[config.mk]
export PLATFORM = sky130hd
export DESIGN_NAME = fp_mul64_seq
export DESIGN_NICKNAME = d
export VERILOG_FILES = /design/src/rtl/fp_mul64_seq.sv
export SDC_FILE = /design/constraint.sdc
export NUM_CORES = 2
export LEC_CHECK = 0
export CAP_MARGIN = 20
export CORE_MARGIN = 10
export CORE_UTILIZATION = 30
export CTS_CLUSTER_DIAMETER = 100
export DETAILED_ROUTE_END_ITERATION = 12
export HOLD_SLACK_MARGIN = 0.05
export PLACE_DENSITY = 0.52
export SETUP_SLACK_MARGIN = 0.3
export SLEW_MARGIN = 20
export SYNTH_ARGS = -nofsm -noshare
export SYNTH_HDL_FRONTEND = slang
export SYNTH_SLANG_ARGS = --single-unit
[constraint.sdc]
create_clock -name clk -period 35.4 [get_ports clk]
set_input_delay 7.08 -clock clk [delete_from_list [all_inputs] [get_ports clk]]
set_output_delay 7.08 -clock clk [all_outputs]
set_load 0.005 [all_outputs]
[src/rtl/fp_mul64_seq.sv]
// fp_mul64_seq: iterative FP64 multiplier with an ld/done handshake.
// Produces an unnormalized FP64X result {so, xo[10:0], mo[105:0]} for the
// normalize/round back end. The significand product is built four bits per
// cycle over 14 cycles.
// Build option: FPMUL_DENORM_EN, when defined, passes exponent-underflow
// results through unflushed so the normalizer can denormalize them.
// Without it, underflow flushes to zero.
module fp_mul64_seq (
  input  logic         clk,
  input  logic         rst,
  input  logic         ce,
  input  logic         ld,
  input  logic [63:0]  a,
  input  logic [63:0]  b,
  output logic [117:0] o,
  output logic         done,
  output logic         overflow,
  output logic         underflow
);
  localparam int EMSB = 10;
  localparam int FMSB = 51;
  localparam int FX   = 105;

  // NaN payload for inf*0: quiet bit plus the invalid-operation code
  localparam logic [FMSB:0] QNAN     = 52'h8000000000000;
  localparam logic [FMSB:0] QINFZERO = 52'h0000000000003;

  typedef enum logic [1:0] {IDLE, DECODE, MUL, FINAL} state_t;
  state_t state, state_nxt;

  logic [63:0]     a_r, b_r;
  logic [FMSB+1:0] fa;
  logic [109:0]    p, p_nxt;
  logic [56:0]     madd;
  logic [12:0]     ex;
  logic [5:0]      cls;   // {a_nan, b_nan, a_inf, b_inf, a_zero, b_zero}
  logic [3:0]      cnt;

  logic [EMSB:0]   xa, xb, xa_e, xb_e;
  logic [FMSB+1:0] fa_d, fb_d;
  logic [12:0]     ex_d;
  logic [5:0]      cls_d;

  logic            over, under;
  logic [EMSB:0]   xo_f;
  logic [FX:0]     mo_f;

  // operand decode: hidden bit, effective exponent, class flags, biased exponent sum
  always_comb begin
    xa    = a_r[62:52];
    xb    = b_r[62:52];
    fa_d  = {|xa, a_r[FMSB:0]};
    fb_d  = {|xb, b_r[FMSB:0]};
    // denormals behave as exponent 1 with no hidden bit
    xa_e  = xa | {{EMSB{1'b0}}, ~|xa & |a_r[FMSB:0]};
    xb_e  = xb | {{EMSB{1'b0}}, ~|xb & |b_r[FMSB:0]};
    ex_d  = {2'b0, xa_e} + {2'b0, xb_e} - 13'd1023;
    cls_d = {&xa & |a_r[FMSB:0], &xb & |b_r[FMSB:0],
             &xa & ~|a_r[FMSB:0], &xb & ~|b_r[FMSB:0],
             ~|xa & ~|a_r[FMSB:0], ~|xb & ~|b_r[FMSB:0]};
  end

  // one radix-16 shift-add step; the sum is kept 57 bits wide so its carries
  // land in the top of P after the shift
  always_comb begin
    madd  = {3'b0, p[109:56]} + 57'(fa) * 57'(p[3:0]);
    p_nxt = {1'b0, madd, p[55:4]};
  end

  // result field selection, specials first
  always_comb begin
    under = ex[12];
    over  = ((ex[EMSB:0] == 11'h7FF) | ex[11]) & ~ex[12];
    xo_f  = ex[EMSB:0];
    mo_f  = p[FX:0];
    if (cls[5]) begin
      xo_f = '1;
      mo_f = {1'b1, a_r[FMSB:0], {(FMSB+2){1'b0}}};
    end else if (cls[4]) begin
      xo_f = '1;
      mo_f = {1'b1, b_r[FMSB:0], {(FMSB+2){1'b0}}};
    end else if ((cls[3] & cls[0]) | (cls[2] & cls[1])) begin
      xo_f = '1;
      mo_f = {1'b1, QNAN | QINFZERO, {(FMSB+2){1'b0}}};
    end else if (cls[3] | cls[2]) begin
      xo_f = '1;
      mo_f = '0;
    end else if (cls[1] | cls[0]) begin
      xo_f = '0;
      mo_f = '0;
    end else if (over) begin
      xo_f = '1;
      mo_f = '0;
    end else if (under) begin
`ifdef FPMUL_DENORM_EN
      xo_f = ex[EMSB:0];
      mo_f = p[FX:0];
`else
      xo_f = '0;
      mo_f = '0;
`endif
    end
  end

  // next state; a load restarts from any state, including FINAL
  always_comb begin
    state_nxt = state;
    if (ld) state_nxt = DECODE;
    else begin
      case (state)
        DECODE:  state_nxt = MUL;
        MUL:     if (cnt == 4'd13) state_nxt = FINAL;
        FINAL:   state_nxt = IDLE;
        default: state_nxt = state;
      endcase
    end
  end

  // state register
  always_ff @(posedge clk or posedge rst) begin
    if (rst)     state <= IDLE;
    else if (ce) state <= state_nxt;
  end

  // operand capture, decode, iteration and result registers
  always_ff @(posedge clk or posedge rst) begin
    if (rst) begin
      a_r       <= '0;
      b_r       <= '0;
      fa        <= '0;
      p         <= '0;
      ex        <= '0;
      cls       <= '0;
      cnt       <= '0;
      o         <= '0;
      overflow  <= 1'b0;
      underflow <= 1'b0;
      done      <= 1'b1;
    end else if (ce) begin
      if (ld) begin
        a_r  <= a;
        b_r  <= b;
        done <= 1'b0;
      end else begin
        case (state)
          DECODE: begin
            fa  <= fa_d;
            p   <= {57'b0, fb_d};
            ex  <= ex_d;
            cls <= cls_d;
            cnt <= '0;
          end
          MUL: begin
            p   <= p_nxt;
            cnt <= cnt + 4'd1;
          end
          FINAL: begin
            o         <= {a_r[63] ^ b_r[63], xo_f, mo_f};
            overflow  <= over;
            underflow <= under;
            done      <= 1'b1;
          end
          default: ;
        endcase
      end
    end
  end

endmodule
---- Word level (Yosys, flattened, before mapping) ----
Index checks and enable logic that the tools add are counted.
operators by class
  add/sub/neg operators ................... 4
  multipliers ............................. 1
  equal/unequal tests ..................... 6
  mux-type cells .......................... 21
  bitwise logic cells ..................... 20
  reductions and logical operators ........ 19
operator list
  operator                                                                count
  106-bit two-way mux                                                     7
  110-bit case mux with 2 select lines                                    1
  52-bit OR reduction                                                     2
  11-bit two-way mux                                                      7
  54-bit by 57-bit adder with 57-bit output                               1
  53-bit by 4-bit multiplier with 57-bit output                           1
  11-bit by 1-bit bitwise OR with 11-bit output                           2
  11-bit AND reduction                                                    2
  11-bit OR reduction                                                     2
  12-bit by 10-bit subtractor with 13-bit output (second input constant)  1
  11-bit by 11-bit adder with 12-bit output                               1
  3-bit AND reduction                                                     4
  1-bit AND                                                               11
  11-bit == test (second input constant)                                  1
  4-bit case mux with 2 select lines                                      1
  2-bit case mux with 3 select lines                                      1
  4-bit by 1-bit adder with 4-bit output (second input constant)          1
  2-bit == test (second input constant)                                   2
  4-bit == test (second input constant)                                   1
  1-bit zero test                                                         4
  2-bit two-way mux                                                       2
  1-bit bitwise OR                                                        4
  2-bit AND reduction                                                     2
  2-bit nonzero test                                                      2
  6 further kinds                                                         8
word-level totals
  register bits after elaboration ......... 437
  input port bits ......................... 132
  output and inout bits ................... 121
  word-level logic and storage cells ...... 83

---- Depth between registers and ports, before layout ----
  depth after elaboration ................. 9
  mapped depth ............................ 20
  gate-level depth less buffers ........... 19

---- Worst setup path after synthesis ----
No wires, ideal clock.
  path kind ............................... input to register
  from .................................... input port ce
  to ...................................... register o[0]
  library setup time ...................... 0.066 ns
  arrival ................................. 8.876 ns
  required time ........................... 35.334 ns
  slack ................................... 26.458 ns
  stages on the path ...................... 7
  path buffers ............................ 3
  cells stage by stage .................... nor2b_1 buf_2 nand2_1 clkbuf_1 nor4b_1 clkbuf_1 a22o_1
between the ends
  word-level cells in the longest chain between the ends .. 1
RTL lines
  what                                  RTL line  RTL
  start: declaration                    11        input logic ce,
  3-bit AND reduction (no source line)  -
  end signal: assignment                158       o <= {a_r[63] ^ b_r[63], xo_f, mo_f};
  end: declaration                      15        output logic [117:0] o,
Every way passes these cells.
A chain may end at the register's enable or synchronous reset.

---- Worst setup path after layout ----
  from .................................... input port ce
  to ...................................... register p[103]
between the ends
  word-level cells in the longest chain between the ends .. 1
RTL lines
  what                                  RTL line  RTL
  3-bit AND reduction (no source line)  -
  end signal: assignment                148       p <= {57'b0, fb_d};
  end signal: assignment                154       p <= p_nxt;
  end: declaration                      33        logic [109:0] p, p_nxt;
Every way passes these cells.

==> summary.txt <==
Clocking
  – Post-CTS setup buffer count: 0
  – Num CTS Buffers: a little under 50
  – Root Driver: clkbuf_16
  – Clock Path Buffers: 3
  – TritonCTS clock tree: yes
  – CTS Sinks: 436
  – Clock latency on the worst-skew pair: 610 ps
  – Post-cts resize count: 0
  – Clock-pin slew on the worst setup and hold paths: 70 ps
  – CTS hold repair buffers: 0
  – CTS H-Tree Depth: 2

Global routing
  – Largest net degree at the start of global routing: 111
  – Antenna violations before repair: 2
  – First-pass GRT wire length: 132,000 um
  – GRT Resource Usage Total: 0.163
  – Vias in the first global route: between 20,000 and 25,000
  – Total gr overflow: 0

Setup path
  – CP required: ~36,000 ps
  – FF-to-FF setup slack: 29,440 ps
  – Crit path cell chain: clkdlybuf4s50_1 > nor2b_1 > buf_4 > nor2b_4 > buf_4 > nand2_1 > buf_4 > nor3_1 > nand2_1 > o22a_1 > o221ai_1
  – Critical Path Source: ce
  – Crit-path leading delay family: buffers and inverters
  – CP startpoint kind: input pin
  – Worst Path Buf+Inv: 4
  – CP max stage delay: 790 ps
  – Setup CP Type: input pin to register
  – Critical path's most frequent cell: buf_4
  – Maximum fanout along the worst path: 56
  – Worst r2r src: p[2]
  – CP max stage cell: nand2_1
  – Crit path DAT: ~11,000 ps
  – Setup crit end kind: register

Synthesis
  – Ys Warns: 0
  – Post-synth EDFFs: 0
  – Synth cell types: between 70 and 80
  – Cell count after synthesis: 2,730
  – Post-Syn Area: ~0.027 mm^2
  – Post-synth ARST share: 1.00
  – Syn Nets: 3,108
  – FF+latch count, synth: 436
  – Ys flop type: dfrtp_1
  – Syn avg cell area: 9.91 um^2
  – Sequential area share after synthesis: 0.403

Timing
  – Setup Viol. Count Final: 0
  – Slew Limit Fails: 0
  – Fin crit share: 0.292
  – Minimum clock period: 10,350 ps
  – Sum Neg Setup Slack: 0 ps
  – RSZ-0062 raised after global routing: false
  – Final hold viol count: 0
  – Worst slew margin: 0.308
  – Worst clock skew: 27.5 ps
  – Slew @ Worst Pin: 1040 ps
  – Max Freq: 96.6 MHz

Detailed routing
  – DRC Markers: 0
  – Total number of vias: 20,000
  – Post-DRT Antenna Nets: 0
  – Final wirelength: between 80,000 and 90,000 um
  – DRT Pass-1 Iters: 5
  – Via-per-instance ratio: 4.86
  – Starting DRT DRC Count: between 1,000 and 1,500
  – Wire per inst: 20.3 um

Job
  – Maxcap violations: 0

Layout
  – Layout Nets: 3,285
  – Layout cells sized above 1: 0.108
  – Final Util: 0.361
  – Area growth from synthesis to layout: 19.9%
  – Filler cells: 9,229

Floorplanning
  – Initial Util: 0.301
  – Die area: 0.103 mm^2
  – Die X-Extent: 320 um
  – Io pins: 253
  – Cell Rows: 110
  – Core ar.: 0.0897 mm^2
  – Die height: 320 um

Power and ir drop
  – Maximum vdd ir drop: approximately 0.000066 V
  – Power Density: 104 mW/mm^2
  – Pleak: 14.8 nW

Min path
  – Worst hold path type: register to register
  – Hold_sp: o[68]

Placement
  – Dpl hpwl: 63,100 um
  – RePlAce Congestion: 0.844
  – Buffers added on ports: 252

Outcome
  – Outcome: complete, no violations
[report_power, final]
group / switching [mW] / leakage (nW) / internal [mW] / total [mW]
clock network: 0.226 / 0.827 / 0.318 / 0.544
logic: 1.13 / 8.42 / 0.820 / 1.95
registers: 0.208 / 5.51 / 0.662 / 0.870
[Yosys cell counts, types with 29 or more instances]
cell,count,area [um^2]
dfrtp_1,435,10900
inv_1,296,1110
nand2_1,262,983
and2_1,204,1280
mux2_2,185,2080
a21oi_1,181,906
o21ai_0,164,821
fa_1,155,3100
nor2_1,142,533
clkbuf_1,132,495
ha_1,91,1140
a22o_1,60,526
mux2i_1,52,521
o22ai_1,48,300
a21o_1,41,308
xnor2_1,38,333
nor4_1,36,225
nand3_1,29,145
[area by class of cell]
type                            count  area (um^2)  share of cell area
Inverter                          297         1120              0.0346
Tap cell                         1176         1470              0.0454
Clock inverter                     26          338              0.0104
Multi-Input combinational cell   1851        14500               0.448
Clock buffer                       62         1360              0.0418
Sequential cell                   436        10900               0.337
Antenna cell                        1         2.50           0.0000772
Timing Repair Buffer              272         2670              0.0825
[worst reg2reg max path: cells and delay by family, from the launching register on]
family          cells  cell delay (ps)
compound gates      7             1970
fa+ha+maj           4             1780
simple gates        4             1010
flops               1             1000
buf+inv             2              100
[through the flow]
stage	std cells	worst slack [ps]	hold slack [ps]	cell area, um^2	power (mW)
6_report	4121	25050	478	32400	3.36
2_1_floorplan	2730	16180	460	27000	2.22
4_1_cts	4120	25110	485	32400	3.39
5_1_grt	4120	24760	515	32400	3.69
3_3_place_gp	4032	24500	464	30700	2.82
3_5_place_dp	4032	24470	472	30700	2.82
[state kept, by name, summed over array words and instances, names as in the netlist]
register,flops
overflow,1
ex,13
b_r,64
done,1
state,2
fa,53
a_r,64
underflow,1
cls,6
p,109
o,118
cnt,4
[cells by family (layout without fill, tap and decap cells)]
kind of cell / after synthesis / after routing / synth area share
AND/OR/NAND/NOR: 741 / 741 / 0.134
other: 0 / 1 / 0
XOR/XNOR: 58 / 58 / 0.0188
flip-flops: 436 / 436 / 0.403
adder cells (fa/ha/maj): 246 / 246 / 0.157
buffers and inverters: 443 / 657 / 0.0619
multiplexers: 237 / 237 / 0.0963
AO/OA/AOI/OAI: 569 / 569 / 0.129
[layer usage]
metal	global-route usage	part of all wire	vias up
met5	0	0	-
met4	0.0356	0.020	0
met3	0.0365	0.065	92
met2	0.256	0.45	493
met1	0.225	0.47	9973
li1	-	-	9489
[worst paths after layout]
check / endpoint / cells after the start
max in group asynchronous: cls[4] / 5
hold reg to reg: o[68] / 2
setup reg to reg: p[105] / 17
setup / recovery: p[103] / 11
min in group asynchronous: b_r[18] / 2
hold / removal: o[68] / 2
[cell usage in the layout (no fill, tap or decap), drive strengths merged, types with 7 or more instances in the layout]
cell type	instances
mux2i	52
ha	91
o22ai	48
buf	20
mux2	185
o21bai	19
clkinv	12
a21o	41
nand2b	8
nand4	23
nand3	30
nor2	143
xor2	20
nand2	264
clkbuf	62
fa	155
nor3	7
xnor2	38
clkdlybuf4s50	252
and2	204
inv	301
nor4	36
a22o	60
o21ai	169
dfrtp	435
a21oi	182
a31oi	9
No activity file was read; power rests on OpenSTA's default activity.
